## src/rtl/fetch_unit_if.sv

```systemverilog
// Fetch-stage bus bundle: BRAM read port plus the valid/ready instruction
// handshake toward decode. master = fetch unit side, slave = environment side.
interface fetch_unit_if #(
  parameter int ADDR_W = 18
);
  logic              mem_en;
  logic [ADDR_W-1:0] mem_addr;
  logic [31:0]       mem_rdata;
  logic              inst_valid;
  logic [31:0]       inst;
  logic [31:0]       inst_pc;
  logic              inst_ready;

  modport master (
    output mem_en, mem_addr, inst_valid, inst, inst_pc,
    input  mem_rdata, inst_ready
  );

  modport slave (
    input  mem_en, mem_addr, inst_valid, inst, inst_pc,
    output mem_rdata, inst_ready
  );
endinterface

```

## src/rtl/fetch_unit.sv

```systemverilog
// Instruction fetch stage: issues 1-cycle-latency BRAM reads, optionally
// byte-reverses each word, and buffers PC-tagged words for decode.
module fetch_unit #(
  parameter logic [31:0] RESET_PC   = 32'h0000_0000,
  parameter int          FIFO_DEPTH = 2,
  parameter int          ADDR_W     = 18
) (
  input  logic                        clk,
  input  logic                        n_reset,
  input  logic                        enable,
  input  logic                        little_endian,
  input  logic                        redirect_valid,
  input  logic [31:0]                 redirect_pc,
  output logic [$clog2(FIFO_DEPTH):0] fifo_level,
  fetch_unit_if.master                bus
);

  localparam int PTR_W = $clog2(FIFO_DEPTH);
  localparam int LVL_W = PTR_W + 1;
  localparam int OCC_W = LVL_W + 1;

  typedef enum logic [0:0] {
    IDLE = 1'b0,
    RUN  = 1'b1
  } state_t;

  function automatic logic [31:0] swap_bytes(input logic [31:0] w);
    swap_bytes = {w[7:0], w[15:8], w[23:16], w[31:24]};
  endfunction

  state_t             state_r;
  state_t             state_nxt_s;
  logic [31:0]        fetch_pc_r;
  logic [31:0]        fetch_pc_nxt_s;
  logic [31:0]        resp_pc_r;
  logic               in_flight_r;
  logic               kill_r;

  logic [31:0]        data_mem_r [FIFO_DEPTH];
  logic [31:0]        pc_mem_r   [FIFO_DEPTH];
  logic [PTR_W-1:0]   rd_ptr_r;
  logic [PTR_W-1:0]   wr_ptr_r;
  logic [PTR_W-1:0]   rd_ptr_nxt_s;
  logic [PTR_W-1:0]   wr_ptr_nxt_s;
  logic [LVL_W-1:0]   count_r;
  logic [LVL_W-1:0]   count_nxt_s;
  logic [LVL_W-1:0]   remain_s;

  logic               inst_valid_r;
  logic [31:0]        inst_r;
  logic [31:0]        inst_pc_r;
  logic               head_valid_nxt_s;
  logic [31:0]        head_data_nxt_s;
  logic [31:0]        head_pc_nxt_s;

  logic               pop_s;
  logic               push_s;
  logic               flush_s;
  logic               issue_s;
  logic [OCC_W-1:0]   occ_s;
  logic [31:0]        push_data_s;

  assign bus.mem_en     = issue_s;
  assign bus.mem_addr   = fetch_pc_r[ADDR_W+1:2];
  assign bus.inst_valid = inst_valid_r;
  assign bus.inst       = inst_r;
  assign bus.inst_pc    = inst_pc_r;
  assign fifo_level     = count_r;

  // Run/idle next-state decode
  always_comb begin
    state_nxt_s = state_r;
    case (state_r)
      IDLE: begin
        if (enable) state_nxt_s = RUN;
        else        state_nxt_s = IDLE;
      end
      RUN: begin
        if (enable) state_nxt_s = RUN;
        else        state_nxt_s = IDLE;
      end
      default: state_nxt_s = IDLE;
    endcase
  end

  // Issue, FIFO pointer and head-register next-state logic
  always_comb begin
    pop_s       = inst_valid_r && bus.inst_ready;
    flush_s     = redirect_valid && (state_r == RUN);
    // A pop in the flush cycle is simply swallowed by the clear
    push_s      = in_flight_r && !kill_r && !flush_s;
    occ_s       = OCC_W'(count_r) + OCC_W'(in_flight_r) - OCC_W'(pop_s);
    issue_s     = (state_r == RUN) && !redirect_valid && (occ_s < OCC_W'(FIFO_DEPTH));
    push_data_s = little_endian ? swap_bytes(bus.mem_rdata) : bus.mem_rdata;

    if (redirect_valid) begin
      fetch_pc_nxt_s = redirect_pc & 32'hFFFF_FFFC;
    end else if (issue_s) begin
      fetch_pc_nxt_s = fetch_pc_r + 32'd4;
    end else begin
      fetch_pc_nxt_s = fetch_pc_r;
    end

    if (flush_s) begin
      count_nxt_s  = {LVL_W{1'b0}};
      rd_ptr_nxt_s = {PTR_W{1'b0}};
      wr_ptr_nxt_s = {PTR_W{1'b0}};
    end else begin
      count_nxt_s  = count_r + LVL_W'(push_s) - LVL_W'(pop_s);
      rd_ptr_nxt_s = pop_s  ? rd_ptr_r + PTR_W'(1) : rd_ptr_r;
      wr_ptr_nxt_s = push_s ? wr_ptr_r + PTR_W'(1) : wr_ptr_r;
    end

    // When nothing survives the pop, the new head is the word arriving now
    remain_s = count_r - LVL_W'(pop_s);
    if (count_nxt_s == {LVL_W{1'b0}}) begin
      head_valid_nxt_s = 1'b0;
      head_data_nxt_s  = inst_r;
      head_pc_nxt_s    = inst_pc_r;
    end else if (remain_s == {LVL_W{1'b0}}) begin
      head_valid_nxt_s = 1'b1;
      head_data_nxt_s  = push_data_s;
      head_pc_nxt_s    = resp_pc_r;
    end else begin
      head_valid_nxt_s = 1'b1;
      head_data_nxt_s  = data_mem_r[rd_ptr_nxt_s];
      head_pc_nxt_s    = pc_mem_r[rd_ptr_nxt_s];
    end
  end

  // Control, PC and head-of-queue registers
  always_ff @(posedge clk or negedge n_reset) begin
    if (!n_reset) begin
      state_r      <= IDLE;
      fetch_pc_r   <= RESET_PC;
      resp_pc_r    <= 32'h0000_0000;
      in_flight_r  <= 1'b0;
      kill_r       <= 1'b0;
      rd_ptr_r     <= {PTR_W{1'b0}};
      wr_ptr_r     <= {PTR_W{1'b0}};
      count_r      <= {LVL_W{1'b0}};
      inst_valid_r <= 1'b0;
      inst_r       <= 32'h0000_0000;
      inst_pc_r    <= 32'h0000_0000;
    end else begin
      state_r      <= state_nxt_s;
      fetch_pc_r   <= fetch_pc_nxt_s;
      if (issue_s) resp_pc_r <= fetch_pc_r;
      in_flight_r  <= issue_s;
      kill_r       <= flush_s;
      rd_ptr_r     <= rd_ptr_nxt_s;
      wr_ptr_r     <= wr_ptr_nxt_s;
      count_r      <= count_nxt_s;
      inst_valid_r <= head_valid_nxt_s;
      inst_r       <= head_data_nxt_s;
      inst_pc_r    <= head_pc_nxt_s;
    end
  end

  // Prefetch storage
  always_ff @(posedge clk or negedge n_reset) begin
    if (!n_reset) begin
      for (int i = 0; i < FIFO_DEPTH; i++) begin
        data_mem_r[i] <= 32'h0000_0000;
        pc_mem_r[i]   <= 32'h0000_0000;
      end
    end else if (push_s) begin
      data_mem_r[wr_ptr_r] <= push_data_s;
      pc_mem_r[wr_ptr_r]   <= resp_pc_r;
    end
  end

endmodule

```

## src/flat_wrapper.sv

```systemverilog
// flat-port wrapper written by rule: the top's interface ports become plain ports
module fetch_unit_flat 
#(
  parameter logic [31:0] RESET_PC   = 32'h0000_0000,
  parameter int          FIFO_DEPTH = 2,
  parameter int          ADDR_W     = 18
)
  (clk, n_reset, enable, little_endian, redirect_valid, redirect_pc, fifo_level, bus_mem_en, bus_mem_addr, bus_inst_valid, bus_inst, bus_inst_pc, bus_mem_rdata, bus_inst_ready);
  fetch_unit_if #(.ADDR_W(ADDR_W)) bus_i ();
  input  logic clk;
  input  logic n_reset;
  input  logic enable;
  input  logic little_endian;
  input  logic redirect_valid;
  input  logic [31:0] redirect_pc;
  output logic [$clog2(FIFO_DEPTH):0] fifo_level;
  output wire logic [$bits(bus_i.mem_en)-1:0] bus_mem_en;
  output wire logic [$bits(bus_i.mem_addr)-1:0] bus_mem_addr;
  output wire logic [$bits(bus_i.inst_valid)-1:0] bus_inst_valid;
  output wire logic [$bits(bus_i.inst)-1:0] bus_inst;
  output wire logic [$bits(bus_i.inst_pc)-1:0] bus_inst_pc;
  input wire logic [$bits(bus_i.mem_rdata)-1:0] bus_mem_rdata;
  input wire logic [$bits(bus_i.inst_ready)-1:0] bus_inst_ready;
  assign bus_mem_en = bus_i.mem_en;
  assign bus_mem_addr = bus_i.mem_addr;
  assign bus_inst_valid = bus_i.inst_valid;
  assign bus_inst = bus_i.inst;
  assign bus_inst_pc = bus_i.inst_pc;
  assign bus_i.mem_rdata = bus_mem_rdata;
  assign bus_i.inst_ready = bus_inst_ready;
  fetch_unit #(.RESET_PC(RESET_PC), .FIFO_DEPTH(FIFO_DEPTH), .ADDR_W(ADDR_W)) u_core (.clk(clk), .n_reset(n_reset), .enable(enable), .little_endian(little_endian), .redirect_valid(redirect_valid), .redirect_pc(redirect_pc), .fifo_level(fifo_level), .bus(bus_i));
endmodule
```

## config.mk

```make
export PLATFORM = sky130hd
export DESIGN_NAME = fetch_unit_flat
export DESIGN_NICKNAME = d
export VERILOG_FILES = /design/src/rtl/fetch_unit_if.sv /design/src/rtl/fetch_unit.sv /design/src/flat_wrapper.sv
export SDC_FILE = /design/constraint.sdc
export NUM_CORES = 1
export LEC_CHECK = 0
export CORE_ASPECT_RATIO = 1.2
export CORE_MARGIN = 8
export CORE_UTILIZATION = 25
export CTS_CLUSTER_DIAMETER = 200
export DETAILED_ROUTE_END_ITERATION = 12
export GPL_TIMING_DRIVEN = 0
export HOLD_SLACK_MARGIN = 0.08
export PLACE_DENSITY = 0.49
export SYNTH_ARGS = -nofsm -noshare
export SYNTH_HDL_FRONTEND = slang
export SYNTH_SLANG_ARGS = --single-unit
```

## constraint.sdc

```tcl
create_clock -name clk -period 5 [get_ports clk]
set_input_delay 1.25 -clock clk [delete_from_list [all_inputs] [get_ports clk]]
set_output_delay 1.25 -clock clk [all_outputs]
set_load 0.05 [all_outputs]
```

==> flow_summary.ini <==
[grt]
grt_pass1_vias = 8979
grt_pass1_wl_mm = 55.7
antenna_found_initial = 0
grt_max_degree = 112
grtUsageTotal_pct = 13.4
grt-ovfl-total = 0

[status]
status = finished, final reports clean

[logic_synthesis]
synthCells = 1012
synth_area_um2 = 11400
synthTopCellsByArea = dfrtp_1 56%, mux2i_1 8.4%, mux2_2 8.3%
yosysSeqAreaShare_pct = 55.8
synth-async-reset-ratio_pct = 100
ys_seq_elements = 254
synth_top_area_share_pct = 55.8
avgSynthCellArea_um2 = 11.2
synth_common_cells = 254 x dfrtp_1, 124 x nand2_1, 95 x mux2i_1
ys_warn_count = 0
synthFlopType = dfrtp_1
synthDistinctLibCells = 44
synth_area_leader_cell = dfrtp_1
synth_edf_count = 0
synth_most_common_cell = dfrtp_1

[critical_path]
r2r_slack_ps = 1250
critPathTopFamily = buffers and inverters
cp_data_arrival_time_ps = 3380
crit_required_ps = 3750
r2r-start = u_core.bus.inst_valid
rr_endpoint = u_core.bus.inst_pc[8]
ff2ff_path_depth = 9
path_max_fanout = 11
critPathKind = in -> out
slowest_stage = fa_1
cp-end-kind = output pin
start_kind = primary input
cp_cell_sequence = dlymetal6s2s_1, a21boi_0, or2_2, nand2_1, fa_1, xor2_2, nor3_4, clkbuf_8, buf_6
critPathBufInv = 3
worst_path_largest_cell_delay_ps = 450

[cells_and_area]
multiInputGateArea_um2 = 4580
drive_gt1_share_pct = 15.2
nNetsFinal = 1270
design_area_um2 = 14800
fillCellCount = 4608
antennaDiodeCount = 0
final-seq-area_um2 = 6360
final_util_pct = 32.9
area_growth_pct = 29.9

[clocking]
cts_htree_levels = 1
clock_latency_ps = 560
cts_tree = yes
path_clk_slew_ps = 60
cts_sinks = 254
clockRootBuffer = clkbuf_16
cts_buffers = 30
clockBufferDepth = 3

[timing]
fin_crit_sh_pct = 92.7
hold_violations = 0
fin_ws_ps = 365
slew_viol_final = 0
tightest_slew_ps = 1180
fin_skew_ps = 16.2
rsz0062_at_grt = no
fin_tns_setup_ps = 0
max_freq_ghz = 0.216
whs_ps = 476
final.min_clock_period_ps = 4630
setup_viol = 0
relSlewSlack_pct = 20.8

[detailed_routing]
wl_mm = 35.6
drt-wirelength-per-cell_um = 19.5
drtIter0Drc = 444
vias = 8616
route.detailed.drc = 0
first_pass_iters = 5
via_per_inst = 4.72
ant_nets = 0

[floorplan]
rows = 85
dieHeight_um = 250
io_pins = 156
fp.coreArea_um2 = 44900
die_area_um2 = 52600
initial_utilization_pct = 25.4
die_x_um = 211

[min_path]
min_path_cells = 2
hold_end = u_core.data_mem_r[14]
min_from = u_core.data_mem_r[14]
hold_class = reg -> reg

[power]
seq_power_share_pct = 35.0
p_clk_share_pct = 22.5
vdd_drop_max_mv = 0.221
p_int_w = 0.00593
power_leakage_nw = 6.40
p_switching_w = 0.00410
swShare_pct = 40.8
share_comb_of_total_power_pct = 42.6
powerDensity_nw_per_um2 = 679

[placed_design]
placed_cell_area_um2 = 13700
pre_cts_ws_ps = -1870
port_buffers = 149
gp_routability_congestion = 0.809
dpl.hpwl_mm = 25.4

[job]
cap_viol_max_count = 0
==> how the worst max path moves through the flow <==
stage | from | to | depth (start not counted)
4_1_cts | bus_inst_ready | bus_mem_en | 9
6_report | bus_inst_ready | bus_mem_en | 9
3_5_place_dp | bus_inst_ready | bus_mem_en | 10
2_1_floorplan | bus_inst_ready | bus_mem_en | 8
5_1_grt | bus_inst_ready | bus_mem_en | 9
3_3_place_gp | n_reset | u_core.pc_mem_r[47] | 1
==> worst reg2reg max path: stages (launching register included) <==
cell	delay, ps
dfrtp_1	460
and3b_2	280
or2_2	330
ha_1	210
xor2_1	180
o21ai_2	500
inv_1	160
o21ai_1	660
clkbuf_1	630
o211ai_1	200
==> per-layer routing <==
layer | GRT usage, % | up-vias | share of wire (%)
met3 | 2.80 | 43 | 5.9
met1 | 18.1 | 4327 | 46
met2 | 21.6 | 245 | 46
li1 | - | 4001 | -
met4 | 3.18 | 0 | 1.9
met5 | 0 | - | 0
==> cells by family after synthesis <==
| logic type | after synthesis | synth area share [%] |
|---|---|---|
| AOI/OAI and AO/OA | 189 | 10.8 |
| buffers and inverters | 101 | 4.19 |
| DFF | 254 | 55.8 |
| other | 1 | 0.0329 |
| adders and majority gates | 4 | 0.506 |
| and+or+nand+nor | 274 | 11.2 |
| muxes | 179 | 16.7 |
| xor gates and xnor gates | 10 | 0.770 |
==> power groups by stage <==
stage / sequential (W) / combinational, W / clock (W)
after floorplan: 0.00416 / 0.00212 / 0
after global placement: 0.00353 / 0.00426 / 0
after detailed placement: 0.00355 / 0.00431 / 0
after CTS: 0.00351 / 0.00435 / 0.00232
after global routing: 0.00364 / 0.00464 / 0.00240
final: 0.00351 / 0.00427 / 0.00225
==> stage by stage <==
| step | power, W | cells |
|---|---|---|
| 2_1_floorplan | 0.00628 | 1013 |
| 3_3_place_gp | 0.00779 | 1771 |
| 3_5_place_dp | 0.00786 | 1773 |
| 4_1_cts | 0.0102 | 1827 |
| 5_1_grt | 0.0107 | 1827 |
| 6_report | 0.0100 | 1827 |
==> flip-flops by register name, summed over array words and instances, names as in the netlist <==
register and count:
u_core.resp_pc_r 30, u_core.fifo_level 2, u_core.fetch_pc_r 30, u_core.kill_r 1, u_core.data_mem_r 64, u_core.state_r 1, u_core.bus.inst 32, u_core.in_flight_r 1
u_core.rd_ptr_r 1, u_core.bus.inst_pc 30, u_core.wr_ptr_r 1, u_core.pc_mem_r 60, u_core.bus.inst_valid 1
==> cell type report <==
type                       instances  area share [%]
inverter                          12           0.305
buffer                            88            2.96
sequential                       254            43.0
timing repair buffer             152            10.6
multi-input combinational        658            31.0
clock inverter                     8           0.643
clock buffer                      46            6.37
tap                              609            5.16
==> cell usage in the layout, fill, tap and decap left out, types with 28 or more instances in the layout <==
cell type / count
a21oi_1: 33
nand3_1: 39
mux2i_1: 95
nand2_1: 123
o211ai_1: 28
nor2_1: 54
dfrtp_1: 254
clkdlybuf4s50_1: 146
clkbuf_16: 31
o21ai_0: 51
mux2_2: 84
clkbuf_1: 53
o221ai_1: 35
==> timing repair <==
item | in CTS | in global routing
pin swaps | 2 | 1
endpoints found under the setup margin | 48 | 1
hold buffers | 0 | 0
gates cloned | 0 | 0
setup buffers | 1 | 0
gates resized for setup | 16 | 1
(Power assumes the default switching activity.)
